**config.mk**
```make
export PLATFORM = sky130hd
export DESIGN_NAME = reset_sequencer
export DESIGN_NICKNAME = d
export VERILOG_FILES = /design/src/rtl/reset_sequencer.sv
export SDC_FILE = /design/constraint.sdc
export NUM_CORES = 1
export LEC_CHECK = 0
export BUFFER_PORTS_ARGS = -buffer_cell sky130_fd_sc_hd__buf_2
export CORE_UTILIZATION = 50
export CTS_CLUSTER_DIAMETER = 80
export DETAILED_ROUTE_END_ITERATION = 10
export GPL_TIMING_DRIVEN = 0
export PLACE_DENSITY = 0.68
export SLEW_MARGIN = 20
export SYNTH_ARGS = -nofsm -noshare
export SYNTH_HDL_FRONTEND = slang
export SYNTH_SLANG_ARGS = --single-unit
```
**constraint.sdc**
```tcl
create_clock -name Clk -period 2.7 [get_ports Clk]
set_input_delay 0.27 -clock Clk [delete_from_list [all_inputs] [get_ports Clk]]
set_output_delay 0.27 -clock Clk [all_outputs]
set_load 0.05 [all_outputs]
```
**src/rtl/reset_sequencer.sv**
```systemverilog
// rtl/reset_sequencer.sv - master-clear synchroniser and staged reset release with soft-reset replay
`timescale 1ns/1ps

module reset_sequencer #(
   parameter int STAGES     = 3,
   parameter int GAP        = 4,
   parameter int SOFT_HOLD  = 8,
   parameter int CNT_W      = 8,
   parameter int DELAY_RISE = 0,
   parameter int DELAY_FALL = 0
) (
   input  logic              Clk,
   input  logic              Clear_bar,
   input  logic              Soft_req,
   input  logic              Hold_bar,
   output logic [STAGES-1:0] Stage_bar,
   output logic              Ready,
   output logic              Soft_ack
);

   localparam int IDX_W = (STAGES > 1) ? $clog2(STAGES) : 1;
   localparam logic [IDX_W-1:0] IDX_LAST  = IDX_W'(STAGES - 1);
   localparam logic [CNT_W-1:0] GAP_LAST  = CNT_W'(GAP - 1);
   localparam logic [CNT_W-1:0] HOLD_LAST = CNT_W'(SOFT_HOLD - 1);

   typedef enum logic [1:0] {
      RESET,
      RELEASE,
      RUN,
      SOFT
   } state_t;

   state_t            state_q, state_d;
   logic [CNT_W-1:0]  cnt_q, cnt_d;
   logic [IDX_W-1:0]  idx_q, idx_d;
   logic [STAGES-1:0] stage_q, stage_d;
   logic              ready_q, ready_d;
   logic              ack_q, ack_d;
   logic              s1_q, s2_q;

   // The synchroniser only matters coming out of Clear_bar; afterwards it simply stays at 1.
   always_ff @(posedge Clk or negedge Clear_bar) begin
      if (!Clear_bar) begin
         s1_q    <= 1'b0;
         s2_q    <= 1'b0;
         state_q <= RESET;
         cnt_q   <= '0;
         idx_q   <= '0;
         stage_q <= '0;
         ready_q <= 1'b0;
         ack_q   <= 1'b0;
      end else begin
         s1_q    <= 1'b1;
         s2_q    <= s1_q;
         state_q <= state_d;
         cnt_q   <= cnt_d;
         idx_q   <= idx_d;
         stage_q <= stage_d;
         ready_q <= ready_d;
         ack_q   <= ack_d;
      end
   end

   always_comb begin
      state_d = state_q;
      cnt_d   = cnt_q;
      idx_d   = idx_q;
      stage_d = stage_q;
      ready_d = ready_q;
      ack_d   = 1'b0;
      case (state_q)
         RESET: begin
            if (s2_q) begin
               state_d = RELEASE;
               cnt_d   = '0;
               idx_d   = '0;
            end
         end
         RELEASE: begin
            if (Hold_bar) begin
               if (cnt_q == GAP_LAST) begin
                  stage_d[idx_q] = 1'b1;
                  cnt_d          = '0;
                  idx_d          = idx_q + 1'b1;
                  if (idx_q == IDX_LAST) begin
                     state_d = RUN;
                     ready_d = 1'b1;
                  end
               end else begin
                  cnt_d = cnt_q + 1'b1;
               end
            end
         end
         RUN: begin
            if (Soft_req) begin
               state_d = SOFT;
               stage_d = '0;
               ready_d = 1'b0;
               ack_d   = 1'b1;
               cnt_d   = '0;
            end
         end
         SOFT: begin
            // Soft replay skips the synchroniser: Clk domain is already known-good.
            if (cnt_q == HOLD_LAST) begin
               state_d = RELEASE;
               cnt_d   = '0;
               idx_d   = '0;
            end else begin
               cnt_d = cnt_q + 1'b1;
            end
         end
         default: state_d = RESET;
      endcase
   end

   if (DELAY_RISE == 0 && DELAY_FALL == 0) begin : g_nodly
      assign Stage_bar = stage_q;
      assign Ready     = ready_q;
      assign Soft_ack  = ack_q;
   end else begin : g_dly
      assign #(DELAY_RISE, DELAY_FALL) Stage_bar = stage_q;
      assign #(DELAY_RISE, DELAY_FALL) Ready     = ready_q;
      assign #(DELAY_RISE, DELAY_FALL) Soft_ack  = ack_q;
   end

endmodule
```
# Yosys cells after proc, flatten, opt, wreduce, memory -nomap -nowiden
# Cells that the tools add are included.
# word_totals
wordCells,65
inputBits,4
reg_bits,19
output_inout_bits,5
# classes
muxes,31
bitwise,1
n_lt_le_gt_ge,2
n_eq_ne,12
n_reduce_logical,9
n_addsub,2
# op_table
operator,n
2-to-1 mux 8 bit,5
one-hot mux 8 bit (4 select lines),1
2-to-1 mux 2 bit,10
"inequality test 2 bit, second input constant",6
AND reduction 5 bit,2
2-to-1 mux 3 bit,3
"adder 8 x 1 -> 8 bit, second input constant",1
"== test 8 x 2 -> 1 bit, second input constant",1
"== test 8 x 3 -> 1 bit, second input constant",1
one-hot mux 2 bit (4 select lines),1
2-to-1 mux 1 bit,7
"== test 2 bit, second input constant",3
one-hot mux 2 bit (3 select lines),1
one-hot mux 3 bit (2 select lines),1
AND reduction 6 bit,1
AND reduction 4 bit,1
"< comparator 2 x 3 -> 1 bit, second input constant",1
bitwise OR 3 bit,1
AND reduction 3 bit,1
nonzero test 3 bit,1
"adder 2 x 1 -> 2 bit, second input constant",1
demux 1 bit (select 2 bit),1
"== test 2 x 1 -> 1 bit, second input constant",1
">= comparator 2 x 1 -> 1 bit, second input constant",1
other kinds (4),4

# Depth between registers and ports, before layout
# Gate-level depths: netlist of run 1.
# depth
depth_word,8
depth_mapped,6
mapped_depth_nobuf,6

# Worst setup path after synthesis of run 1
# Ideal clock, no wire load.
# synth_timing
path_type,register to register
startpoint,register cnt_q[0]
endpoint,register state_q[1]
n_path_buf,0
path_slack_ns,0.786
setup_ns,0.125
required_ns,2.575
t_arrival_ns,1.789
path_stages_with_launch,6
synth_period_minus_slack_ns,1.914
cell_sequence,dfrtp_1 ha_1 nor4b_4 nand4_4 a221oi_2 mux2_2
# synth_via
elab_chain_len,3
word_cells_on_any_way,5
classes_between,eq/ne (4); reduce/logical (1)
# synth_lines
element,line_no,text
start: declaration,34,"logic [CNT_W-1:0] cnt_q, cnt_d;"
start signal: assignment,56,cnt_q <= cnt_d;
== test 8 x 3 -> 1 bit / == test 8 x 2 -> 1 bit (equally long branches),"105, 81",
inequality test 2 bit (no line),-,
AND reduction 6 bit (no line) (*),-,
end signal: assignment,55,state_q <= state_d;
end: declaration,33,"state_t state_q, state_d;"
# Every way passes the cells marked *; elsewhere a longest branch is shown, timed or not.
# A chain may end at the register's enable or synchronous reset.

# Worst setup path after layout of run 1
# Ends and elaborated chain as after synthesis.

==> results of run 1 <==
==> layout make-up <==
type                       count  area share, %
timing repair buffer           9          4.000
clock buffer                   4          2.100
tap                           27          2.700
sequential                    19          38.00
inverter                       7          2.100
multi-input combinational     84          51.10
==> power by group through the flow <==
stage / Clock, W / Sequential (W) / Combinational [W]
6_report: 0.000140 / 0.000382 / 0.000108
5_1_grt: 0.000161 / 0.000387 / 0.000127
4_1_cts: 0.000148 / 0.000380 / 0.000108
3_5_place_dp: 0 / 0.000386 / 0.000106
3_3_place_gp: 0 / 0.000384 / 0.000103
2_1_floorplan: 0 / 0.000372 / 0.0000845
==> per-stage QoR <==
stage | instance area, sq um | worst slack (ns) | hold slack (ns) | total power, W | utilization, %
3_5_place_dp | 1215 | 0.5833 | 0.2315 | 0.0004924 | 58.92
4_1_cts | 1251 | 0.5632 | 0.2105 | 0.0006352 | 60.68
5_1_grt | 1251 | 0.3610 | 0.2209 | 0.0006748 | 60.68
2_1_floorplan | 1141 | 0.7864 | -0.02559 | 0.0004565 | -
3_3_place_gp | 1215 | 0.5771 | 0.2257 | 0.0004870 | 58.92
6_report | 1251 | 0.5569 | 0.2195 | 0.0006291 | 60.68
==> kinds of logic (layout without fill, tap and decap cells) <==
group,count (synthesis),count (layout)
and+or+nand+nor,44,44
buffers and inverters,7,20
adders and majority gates,10,10
AOI/OAI and AO/OA,22,22
xor gates and xnor gates,1,1
muxes,6,6
other,1,1
DFF,19,19
==> Yosys cell counts, drive strengths merged (2+ instances only) <==
master	number	area share (%)
a21oi	3	1.3
a31oi	5	4.1
and2	4	2.2
dfrtp	19	42
ha	10	11
inv	7	2.3
mux2i	5	4.4
nand2	12	3.9
nand2b	3	1.6
nand3	5	2.2
nand4	4	3.5
nor2	6	2.0
nor2b	3	1.6
nor3	2	0.88
nor4	2	1.1
o21ai	5	2.2
o311ai	2	1.5
==> state kept, by name (all words and copies together), names as in the netlist <==
register   count
Soft_ack       1
state_q        2
s1_q           1
idx_q          2
Ready          1
s2_q           1
cnt_q          8
Stage_bar      3
==> layer usage <==
metal  up-vias  GRT usage [%]  wire [um]
met3         0          6.481        117
met2        27          29.05        884
li1        429              -          -
met5         -              0          0
met1       381          26.94       1073
met4         0          1.429          0
==> critical path, cell delays in order (launching register included) <==
cell and delay [ns]:
dfrtp_1 0.40, ha_1 0.23, nor4b_4 0.44, a31oi_4 0.25, a221oi_2 0.35, mux2_2 0.37
==> worst max-delay path by stage <==
| stage | endpoint | startpoint |
|---|---|---|
| 2_1_floorplan | state_q[1]$_DFFE_PN0P_ | cnt_q[0]$_DFFE_PN0P_ |
| 3_3_place_gp | state_q[1]$_DFFE_PN0P_ | state_q[0]$_DFFE_PN0P_ |
| 3_5_place_dp | state_q[1]$_DFFE_PN0P_ | state_q[0]$_DFFE_PN0P_ |
| 4_1_cts | state_q[1]$_DFFE_PN0P_ | state_q[0]$_DFFE_PN0P_ |
| 5_1_grt | state_q[1]$_DFFE_PN0P_ | state_q[0]$_DFFE_PN0P_ |
| 6_report | state_q[1]$_DFFE_PN0P_ | cnt_q[0]$_DFFE_PN0P_ |
==> timing repair <==
action                    CTS  global route
hold endpoints to repair   19             0
hold buffers                1             0
setup buffers               0             0
gates resized for setup     0             0
==> summary.txt, run 1 <==
Cell total after placement: 145
Initial core utilization: 55.34%
Final RePlAce weighted congestion: 0.8311
Via count: 837
Setup tns final: 0 ns
RSZ-0062 raised after global routing: false
Simple-Gate Fraction of Synth Area: 22.26%
Synthesized-area fraction occupied by adder cells: 10.96%
Clock Sinks: 19
Combinational power share: 17.1%
Pin count of the biggest net entering global routing: 20
Seq/Total Area, Yosys: 41.67%
CTS HTree Levels: 1
Ant. Diodes: 0
Post-synth ARST share: 100.0%
Vias in the first global route: 813
Sw Pwr: 0.0002009 W
Total CTS buffers: 3
Via/cell ratio: 5.580
Reg2reg start: cnt_q[0]$_DFFE_PN0P_
Worst min-delay path startpoint: Soft_req
Initial antenna violation count: 0
Mux share of post-synthesis cell area: 5.373%
Post-synthesis area per instance: 10.37 sq um
Worst Path Arrival: 2.33 ns
# DRC: 0
Max Clk Rate: 466.6 MHz
Leading cell type in the layout, fill and taps excluded: dfrtp_1
Chip height: 49.77 um
Distinct cells, synth: 32
Status: completed
Worst Path Max Fanout: 7
Core Footprint: 2062 sq um
I/O Pins: 9
Hold endpoint: Soft_ack$_DFF_PN0_
Yosys warning count: 0
Final HPWL from detailed placement: 1578 um
Final setup viols: 0
Area grow syn2layout: 9.649%
Overflow after GRT: 0
Number of I/O port buffers: 8
Crit start category: register
Largest family of logic cells by synthesized area: simple AND/OR/NAND/NOR gates
Top FF cell, synth: dfrtp_1
Post-DRT Antenna Nets: 0
Leak Pwr: 0.5815 nW
Synth Cell Area: 1141 sq um
Fillers: 175
P per Cell Area: 502.8 nW/um^2
Root buf cell: clkbuf_4
Commonest non-fill, non-tap cells in the layout: dfrtp_1 (19), nand2_1 (12), ha_1 (10), buf_2 (8), inv_1 (7)
Syn Nets: 124
CTS tree: done
Number of synthesized flops with an enable pin: 0
R2R Setup Slk: 0.56 ns
Register Area: 475.5 sq um
Global-route wire length before repair: 3622 um
Total Routed Length: 2076 um
CP endpoint kind: register
Die Wd: 49.77 um
Bufs on Longest Clock Path: 2
Clock Latency Late Sink: 0.29 ns
Fin cells: 150
Final net count: 138
Share of cells above drive strength 1: 14.63%
Worst setup path category: register to register
Tmin final: 2.143 ns
Max VDD drop: 0.0003409 V
Cell Rows: 16
Yosys reg bits: 19
Clock Skew: 0.001002 ns
Wire per inst: 13.84 um
Gate count of the mapped netlist: 110
Area of the multi-input gates: 639.4 sq um
Starting DRC count in detailed routing: 42
Total die area: 2477 sq um
Worst R2R End: state_q[1]$_DFFE_PN0P_
Hold Path Depth: 2
Maximum Capacitance Violations: 0
Tot GR Track Use: 19.01%
Switching share of power: 31.93%
Synth Area in XOR/XNOR: 0.7675%
Clock-pin slew on the worst setup and hold paths: 0.10 ns
Drt pass-1 iters: 4
Hold Path Class: input pin to register
Max-slew violations: 0
Reg2reg path depth: 5
Complex-gate fraction of the synthesized area: 16.34%
Final Hold Viols: 0
Sequential share of power: 60.7%
Clock power frac: 22.2%
Tcrit/Tclk final: 79.37%
Req. time, crit path: 2.89 ns
P_int: 0.0004282 W
(Power assumes the default switching activity.)
==> run 2, diff against run 1 <==
- ABC_AREA: unset -> 1
- PLACE_DENSITY: 0.68 -> 0.71
- clock period: 2.7 -> 1.9 ns (I/O delays scaled with it)
==> summary.txt, run 2 <==
Status: completed
Max Clk Rate: 600.7 MHz (+29%)
Clock Latency Late Sink: 0.31 ns (+0.02 ns)
Leading cell type in the layout, fill and taps excluded: nand2_1
Bufs on Longest Clock Path: 2 (unchanged)
Max reg flops: 8 (unchanged)
Post-synthesis area per instance: 7.770 sq um (-25%)
Final RePlAce weighted congestion: 0.8334 (+0.28%)
Yosys reg bits: 19 (unchanged)
Max-slew violations: 0 (unchanged)
Req. time, crit path: 2.10 ns (-0.79 ns)
Complex-gate fraction of the synthesized area: 5.467% (-11 points)
Final worst slack: 0.2354 ns (-0.3215 ns)
Worst setup path category: register to register
Fillers: 208 (+19%)
Synth Area in XOR/XNOR: 0% (-0.77 points)
Via count: 1022 (+22%)
Hold Path Class: input pin to register
Synth Cell Area: 1259 sq um (+10%)
Yosys warning count: 0 (unchanged)
Area contributors post-synth: dfrtp_1 (38%), nand2_1 (15%), ha_1 (9.9%), inv_1 (6.6%), nor2_1 (5.1%)
Final Hold Viols: 0 (unchanged)
Setup bufs post-CTS: 0 (unchanged)
Final setup viols: 0 (unchanged)
Crit start category: register
Simple-Gate Fraction of Synth Area: 38.27% (+16 points)
Biggest register: cnt_q
RSZ-0062 raised after global routing: false
Chip height: 52.18 um (+4.8%)
Via/cell ratio: 5.034 (-9.8%)
Number of I/O port buffers: 8 (unchanged)
Global-route wire length before repair: 3891 um (+7.4%)
Vias in the first global route: 929 (+14%)
CP endpoint kind: register
Clock Sinks: 19 (unchanged)
Die Wd: 52.18 um (+4.8%)
Max VDD drop: 0.001143 V (+240%)
Seq/Total Area, Yosys: 37.77% (-3.9 points)
Area grow syn2layout: 8.847%
Total Routed Length: 2261 um (+8.9%)
Total CTS buffers: 3 (unchanged)
Tmin final: 1.665 ns (-0.4785 ns)
Tcrit/Tclk final: 87.61% (+8.2 points)
Post-synth ARST share: 100.0% (unchanged)
Fin cells: 203 (+35%)
Top FF cell, synth: dfrtp_1
Leak Pwr: 0.7316 nW (+26%)
Worst Path Arrival: 1.86 ns (-0.47 ns)
Number of synthesized flops with an enable pin: 0 (unchanged)
I/O Pins: 9 (unchanged)
# hold bufs at CTS: 1 (unchanged)
Synth top cells by count: nand2_1 (49), inv_1 (22), dfrtp_1 (19)
Mux share of post-synthesis cell area: 0% (-5.4 points)
Gate count of the mapped netlist: 162 (+47%)
Yosys top cell area share: 37.77% (-3.9 points)
Initial antenna violation count: 0 (unchanged)
Total Power: 0.002053 W (+230%)
Clock Skew: 0.01060 ns (+0.009595 ns)
Synthesized-area fraction occupied by adder cells: 9.940% (-1.0 points)
Maximum Capacitance Violations: 0 (unchanged)
Area post-placement: 1334 sq um (+9.8%)
Commonest non-fill, non-tap cells in the layout: nand2_1 (49), inv_1 (22), dfrtp_1 (19), nor2_1 (17), nand3_1 (12)
Setup tns final: 0 ns (unchanged)
Distinct cells, synth: 24 (-25%)
# DRC: 0 (unchanged)
Clock-pin slew on the worst setup and hold paths: 0.11 ns (about the same)
Tot GR Track Use: 19.87% (+0.86 points)
Final net count: 190 (+38%)
Drt pass-1 iters: 4 (unchanged)
Share of cells above drive strength 1: 16.00% (+1.4 points)
Cell Rows: 17 (+1)
Initial core utilization: 54.79% (-0.55 points)
Final Cell Area: 1370 sq um (+9.5%)
Post-Place Worst Slack: 0.2517 ns (-0.3317 ns)
Root buf cell: clkbuf_4
Yosys top cell by area: dfrtp_1
Reg2reg start: state_q[1]$_DFFE_PN0P_
Ant. Diodes: 0 (unchanged)
CTS tree: done
P per Cell Area: 1498 nW/um^2 (+200%)
Core Footprint: 2297 sq um (+11%)
Syn Nets: 176 (+42%)
Wire per inst: 11.14 um (-20%)
Top-count cell post-synth: nand2_1
Starting DRC count in detailed routing: 19 (-55%)
Crit path from: state_q[1]$_DFFE_PN0P_
CTS HTree Levels: 1 (unchanged)
Total die area: 2722 sq um (+9.9%)
Cts repair resizes: 0 (unchanged)
Overflow after GRT: 0 (unchanged)
Largest family of logic cells by synthesized area: simple AND/OR/NAND/NOR gates
Pin count of the biggest net entering global routing: 20 (unchanged)
Worst Path Max Fanout: 7 (unchanged)
Worst min-delay path startpoint: Soft_req
Cell total after placement: 198 (+37%)
Final HPWL from detailed placement: 1702 um (+7.9%)
Post-DRT Antenna Nets: 0 (unchanged)
run 2: area by class of cell:
class	instances	area, sq um	share of cell area, %
buffer	1	11.26	0.8219
clock buffer	4	26.28	1.918
inverter	24	92.59	6.758
multi-input combinational	118	679.4	49.59
timing repair buffer	9	50.05	3.653
tap	28	35.03	2.557
sequential	19	475.5	34.70
run 2: final timing paths:
check / to / slack, ns / cells past startpoint
max in group asynchronous: state_q[0]$_DFFE_PN0P_ / 1.26 / 2
hold reg to reg: s2_q$_DFF_PN0_ / 0.36 / 0
hold / removal: Soft_ack$_DFF_PN0_ / 0.1 / 3
setup / recovery: state_q[0]$_DFFE_PN0P_ / 0.24 / 8
setup reg to reg: state_q[0]$_DFFE_PN0P_ / 0.24 / 8
min in group asynchronous: cnt_q[5]$_DFFE_PN0P_ / 0.33 / 2
run 2: worst max-delay path: stages (launching register included):
cell	delay (ns)
dfrtp_1	0.44
inv_1	0.10
ha_1	0.33
nand2_4	0.14
nand3_1	0.12
nor2_1	0.18
nand3_1	0.12
nand2_1	0.08
nand2_1	0.05
run 2: stage by stage:
stage	utilization, %	hold slack [ns]
6_report	59.64	0.09538
3_3_place_gp	58.06	0.1529
4_1_cts	59.64	0.08930
5_1_grt	59.64	0.1050
2_1_floorplan	-	-0.1056
3_5_place_dp	58.06	0.1546
run 2: cells by family (layout without fill, tap and decap cells):
kind of cell / after synthesis / after routing
adders and majority gates: 10 / 10
AOI/OAI and AO/OA: 7 / 7
DFF: 19 / 19
other: 1 / 1
buffers and inverters: 25 / 38
and+or+nand+nor: 100 / 100
run 2: power by group:
part | internal, W | switching [W] | total [W]
Combinational | 0.000403 | 0.000828 | 0.00123
Sequential | 0.000511 | 0.0000958 | 0.000607
Clock | 0.0000819 | 0.000133 | 0.000215
Total | 0.000996 | 0.00106 | 0.00205
run 2: routing by layer:
layer / vias to the layer above / global-route usage, % / wire [um] / share of wire, %
li1: 532 / - / - / -
met1: 466 / 26.76 / 1160 / 51
met2: 19 / 31.20 / 983 / 43
met3: 5 / 2.609 / 73 / 3.2
met4: 0 / 9.649 / 44 / 1.9
met5: - / 0 / 0 / 0
